`src/rtl/spi_wrapper.sv`:
```
// SPI slave decoding 10-bit frames into commands for a 256x8 RAM, read data returned on MISO.
// Optional: define SPI_MISO_HIZ_EN to tristate MISO outside the output phase instead of driving 0.
module spi_ram #(
   parameter int MEM_DEPTH = 256,
   parameter int ADDR_SIZE = 8
) (
   input  logic       clk,
   input  logic       rst_n,
   input  logic [9:0] din_i,
   input  logic       rx_valid_i,
   output logic [7:0] dout_o,
   output logic       tx_valid_o
);
   logic [7:0]           mem [0:MEM_DEPTH-1];
   logic [ADDR_SIZE-1:0] wr_addr_q;
   logic [ADDR_SIZE-1:0] rd_addr_q;
   logic [7:0]           dout_q;
   logic                 tx_valid_q;

   // The array carries no reset so a preload survives rst_n.
   always_ff @(posedge clk) begin
      if (rx_valid_i && din_i[9:8] == 2'b01) begin
         mem[wr_addr_q] <= din_i[7:0];
      end
   end

   always_ff @(posedge clk or negedge rst_n) begin
      if (!rst_n) begin
         wr_addr_q  <= '0;
         rd_addr_q  <= '0;
         dout_q     <= '0;
         tx_valid_q <= 1'b0;
      end else begin
         tx_valid_q <= 1'b0;
         if (rx_valid_i) begin
            case (din_i[9:8])
               2'b00:   wr_addr_q <= din_i[ADDR_SIZE-1:0];
               2'b10:   rd_addr_q <= din_i[ADDR_SIZE-1:0];
               2'b11: begin
                  dout_q     <= mem[rd_addr_q];
                  tx_valid_q <= 1'b1;
               end
               default: ;
            endcase
         end
      end
   end

   assign dout_o     = dout_q;
   assign tx_valid_o = tx_valid_q;
endmodule

module spi_wrapper #(
   parameter int MEM_DEPTH = 256,
   parameter int ADDR_SIZE = 8
) (
   input  logic       clk,
   input  logic       rst_n,
   input  logic       MOSI,
   input  logic       SS_n,
   output logic       MISO,
   output logic [2:0] state_dbg_o,
   output logic       rd_addr_flag_o
);
   localparam logic [2:0] IDLE      = 3'd0;
   localparam logic [2:0] CHK_CMD   = 3'd1;
   localparam logic [2:0] WRITE     = 3'd2;
   localparam logic [2:0] READ_ADD  = 3'd3;
   localparam logic [2:0] READ_DATA = 3'd4;

   logic [2:0] state_q, state_d;
   logic [3:0] bit_cnt_q;
   logic [9:0] rx_data_q;
   logic       rx_valid_q;
   logic       rd_addr_flag_q;
   logic [7:0] tx_shift_q;
   logic [2:0] out_cnt_q;
   logic       out_active_q;
   logic [7:0] tx_data;
   logic       tx_valid;
   logic       in_data_state;

   always_comb begin
      state_d = state_q;
      if (SS_n) begin
         state_d = IDLE;
      end else begin
         case (state_q)
            IDLE:    state_d = CHK_CMD;
            CHK_CMD: state_d = !MOSI ? WRITE : (rd_addr_flag_q ? READ_DATA : READ_ADD);
            default: state_d = state_q;
         endcase
      end
   end

   assign in_data_state = (state_q == WRITE) || (state_q == READ_ADD) || (state_q == READ_DATA);

   always_ff @(posedge clk or negedge rst_n) begin
      if (!rst_n) begin
         state_q        <= IDLE;
         bit_cnt_q      <= '0;
         rx_data_q      <= '0;
         rx_valid_q     <= 1'b0;
         rd_addr_flag_q <= 1'b0;
         tx_shift_q     <= '0;
         out_cnt_q      <= '0;
         out_active_q   <= 1'b0;
      end else begin
         state_q    <= state_d;
         rx_valid_q <= 1'b0;
         if (SS_n) begin
            bit_cnt_q    <= '0;
            out_active_q <= 1'b0;
         end else if (in_data_state) begin
            // After the 10th bit the frame is held until SS_n rises; extra MOSI bits are ignored.
            if (bit_cnt_q != 4'd10) begin
               rx_data_q <= {rx_data_q[8:0], MOSI};
               bit_cnt_q <= bit_cnt_q + 4'd1;
               if (bit_cnt_q == 4'd9) begin
                  rx_valid_q <= 1'b1;
                  if (state_q == READ_ADD)  rd_addr_flag_q <= 1'b1;
                  if (state_q == READ_DATA) rd_addr_flag_q <= 1'b0;
               end
            end
            if (state_q == READ_DATA && tx_valid) begin
               tx_shift_q   <= tx_data;
               out_cnt_q    <= '0;
               out_active_q <= 1'b1;
            end else if (out_active_q) begin
               tx_shift_q <= {tx_shift_q[6:0], 1'b0};
               out_cnt_q  <= out_cnt_q + 3'd1;
               if (out_cnt_q == 3'd7) out_active_q <= 1'b0;
            end
         end
      end
   end

   spi_ram #(
      .MEM_DEPTH(MEM_DEPTH),
      .ADDR_SIZE(ADDR_SIZE)
   ) RAMblock (
      .clk       (clk),
      .rst_n     (rst_n),
      .din_i     (rx_data_q),
      .rx_valid_i(rx_valid_q),
      .dout_o    (tx_data),
      .tx_valid_o(tx_valid)
   );

`ifdef SPI_MISO_HIZ_EN
   assign MISO = (!SS_n && out_active_q) ? tx_shift_q[7] : 1'bz;
`else
   assign MISO = (!SS_n && out_active_q) ? tx_shift_q[7] : 1'b0;
`endif

   assign state_dbg_o    = state_q;
   assign rd_addr_flag_o = rd_addr_flag_q;
endmodule

```
`config.mk`:
```
export PLATFORM = sky130hd
export DESIGN_NAME = spi_wrapper
export DESIGN_NICKNAME = d
export VERILOG_FILES = /design/src/rtl/spi_wrapper.sv
export SDC_FILE = /design/constraint.sdc
export NUM_CORES = 2
export LEC_CHECK = 0
export CORE_MARGIN = 5
export CORE_UTILIZATION = 35
export DETAILED_ROUTE_END_ITERATION = 6
export PLACE_DENSITY_LB_ADDON = 0.08
export SLEW_MARGIN = 20
export SYNTH_ARGS = -nofsm -noshare
export SYNTH_HDL_FRONTEND = slang
export SYNTH_SLANG_ARGS = --single-unit
```
`constraint.sdc`:
```
create_clock -name clk -period 4 [get_ports clk]
set_clock_uncertainty 0.2 [all_clocks]
set_input_delay 0.8 -clock clk [delete_from_list [all_inputs] [get_ports clk]]
set_output_delay 0.8 -clock clk [all_outputs]
set_load 0.05 [all_outputs]
```
==> results.cfg <==
[place]
place_inst = 7516
gp_congestion = 0.809
hpwl_microns = 161000
place_area_sq_um = 88700
io_buffers = 8

[die]
start_util_pct = 35.1
io_pins = 9
core_sq_um = 235000
die-area_sq_um = 246000
rows = 178
fp.dieH_microns = 496
fp.dieW_microns = 496

[synth]
avgSynthCellArea_sq_um = 19.7
yosysTopAreaCellShare_pct = 74.4
synth_edf_count = 2048
synth_nets = 4207
yosys.area.top_type = edfxtp_1
ys_ff_latch = 2104
synth_cells = 4198
synth_cell_types = 66
synth_flop_cell = edfxtp_1
synth_area_leaders = edfxtp_1, mux4_2, mux2i_1, dfrtp_1, nor2_1
netlist_area_sq_um = 82600
ys_seq_area_share_pct = 76.1
synthArstFlopShare_pct = 2.66
yosys_warnings = 0

[routing]
post-route-drc-count = 0
num_vias = 42100
wl_met3_microns = 10800
ant_nets = 0
post_drt_wl_per_cell_microns = 31.2
firstDrtPassIters = 5
vias_per_cell = 5.30
finalWirelength_microns = 248000
wl_met2_microns = 116000
wl_met1_microns = 115000
drt-initial-drc-count = 4038
dr.max_layer_used = met4

[sta]
fin_setup_tns_ps = 0
slew_headroom_pct = 24.4
final-setup-viol-count = 0
rsz0062_at_grt = false
final-max-slew-violation-count = 0
fin_crit_sh_pct = 96.1
hold_ws_ps = 284
layout_min_cycle_time_ps = 3840
fmax_mhz = 260
worst_pin_slew_ps = 1120
hold_violations = 0

[finish]
nFillCells = 21100
post_layout_nonfiller_instances = 7950
mostFrequentLayoutCells = edfxtp_1, mux2i_1, buf_4
stdcell_area_sq_um = 96200
final_common_cell = edfxtp_1
fin_nets = 4607
syn_to_final_growth_pct = 16.4
fin_util_pct = 40.9
drive_gt1_share_pct = 23.2

[worst_setup_path]
crit_type = reg -> reg
worstPathCellList = buf_12 > buf_12 > buf_4 > mux4_2 > nand2_1 > a21oi_1 > a2111oi_1 > buf_4 > nor3_1 > nand4b_1 > o211ai_1
crit_slowest_cell = a2111oi_1
critical_path.startpoint_type = flip-flop
arrival_ps = 4380
required_ps = 4530
cp_max_fo = 17
end_kind = flip-flop
max_stage_delay_ps = 670

[clock_tree]
clockBufferDepth = 3
cts.htree.levels = 4
clock-sinks = 2104
path_clk_slew_ps = 60
post_cts_buffers = 0
clock-root-buffer = clkbuf_16
tritoncts = built
numCtsBuffers = 229
clkLatencyLatePin_ps = 870

[run_status]
outcome = complete, no violations

[grt]
antenna_found_initial = 12
grt_pass1_vias = 42700
grt_first_pass_wirelength_microns = 346000
grt_max_degree = 115
gr-usage-all-layers_pct = 20.0
grt-ovfl-total = 0

[power]
peakVddDrop_mv = 0.479
power_density_nw_per_um2 = 540
p_leak_uw = 0.0298

[worst_hold_path]
hold_path.class = in -> async

[flow_run]
max-cap-violations = 0
routing by layer:
metal,global-route usage (%),vias up
li1,-,18100
met1,29.4,22700
met2,31.9,1027
met3,2.75,289
met4,4.56,0
met5,0,-
logic make-up after synthesis:
family | after synthesis | share of synthesized area, %
adder cells (fa/ha/maj) | 5 | 0.0757
multiplexers | 754 | 14.4
AO/OA/AOI/OAI | 506 | 4.21
AND/OR/NAND/NOR | 558 | 2.87
flip-flops | 2104 | 76.1
buffers and inverters | 269 | 2.27
XOR/XNOR | 2 | 0.0212
cells in the mapped netlist (5+ instances only):
cell,n
buf_8,22
buf_1,15
nand2_1,147
a211oi_1,49
a21oi_1,86
a221oi_1,19
clkbuf_1,101
nor4_1,7
a211o_1,26
nand4_1,5
nand3_1,32
buf_4,17
mux2_2,30
edfxtp_1,2048
dfrtp_1,56
ha_1,5
buf_6,27
buf_12,17
mux2i_1,388
nor3_1,22
o22ai_1,133
nand4b_1,6
nor2_1,291
buf_2,60
a31oi_1,8
a2111oi_0,21
mux4_2,303
nand2b_1,5
or3_1,9
o21ai_0,65
mux4_1,33
a22oi_1,10
nand3b_1,5
inv_1,9
nor2b_1,11
o221ai_1,54
path summary, 6_finish.rpt:
check                                                   from                                end  slack, ps  cells past startpoint
min in group clk                    out_cnt_q[1]$_DFFE_PN0P_           out_cnt_q[1]$_DFFE_PN0P_        290                      2
min                                                    rst_n           rx_data_q[4]$_DFFE_PN0P_        280                      3
max                        RAMblock.rd_addr_q[0]$_DFFE_PN0P_     RAMblock.dout_o[2]$_DFFE_PN0P_        160                     11
max reg2reg                RAMblock.rd_addr_q[0]$_DFFE_PN0P_     RAMblock.dout_o[2]$_DFFE_PN0P_        160                     11
min reg2reg                         out_cnt_q[1]$_DFFE_PN0P_           out_cnt_q[1]$_DFFE_PN0P_        290                      2
max in group asynchronous                              rst_n  RAMblock.rd_addr_q[4]$_DFFE_PN0P_       2930                      3
what timing repair did:
| action | 4_1_cts | 5_1_grt |
|---|---|---|
| gates resized for setup | 2 | 0 |
| hold buffers | 1 | 0 |
| setup endpoints to repair | 2 | 0 |
| hold endpoints to repair | 56 | 0 |
per-stage QoR:
step                power, uW  setup WS (ps)
floorplan               29200           1340
global placement        31400           -589
detailed placement      31500           -135
CTS                     52600           68.7
global route            53700           35.7
finish                  52000            155
power breakdown:
part / switching (uW) / total, uW / internal, uW
logic: 2790 / 3190 / 399
clock network: 8930 / 21100 / 12100
registers: 694 / 27700 / 27000
critical path, delay by kind of cell, from the launching register on:
kind / cells / cell delay [ps]
AOI/OAI and AO/OA: 3 / 910
and+or+nand+nor: 3 / 530
DFF: 1 / 610
muxes: 1 / 500
buffers and inverters: 4 / 900
cell type report:
type | count | area (sq um) | area share [%]
tap | 3150 | 3940 | 4.10
multi-input combinational | 1825 | 17900 | 18.6
clock buffer | 291 | 5980 | 6.22
clock inverter | 140 | 1490 | 1.54
antenna | 2 | 5.00 | 0.00520
timing repair buffer | 428 | 3850 | 4.00
inverter | 10 | 42.5 | 0.0442
sequential | 2104 | 62900 | 65.4
state kept, by name (all words and copies together), names as in the netlist:
| name | cells |
|---|---|
| out_active_q | 1 |
| rd_addr_flag_o | 1 |
| state_dbg_o | 3 |
| bit_cnt_q | 4 |
| rx_valid_q | 1 |
| rx_data_q | 10 |
| RAMblock.dout_o | 8 |
| RAMblock.wr_addr_q | 8 |
| RAMblock.rd_addr_q | 8 |
| RAMblock.mem | 2048 |
| tx_shift_q | 8 |
| out_cnt_q | 3 |
| RAMblock.tx_valid_o | 1 |
Note: power is estimated with default switching activity, not from simulation.
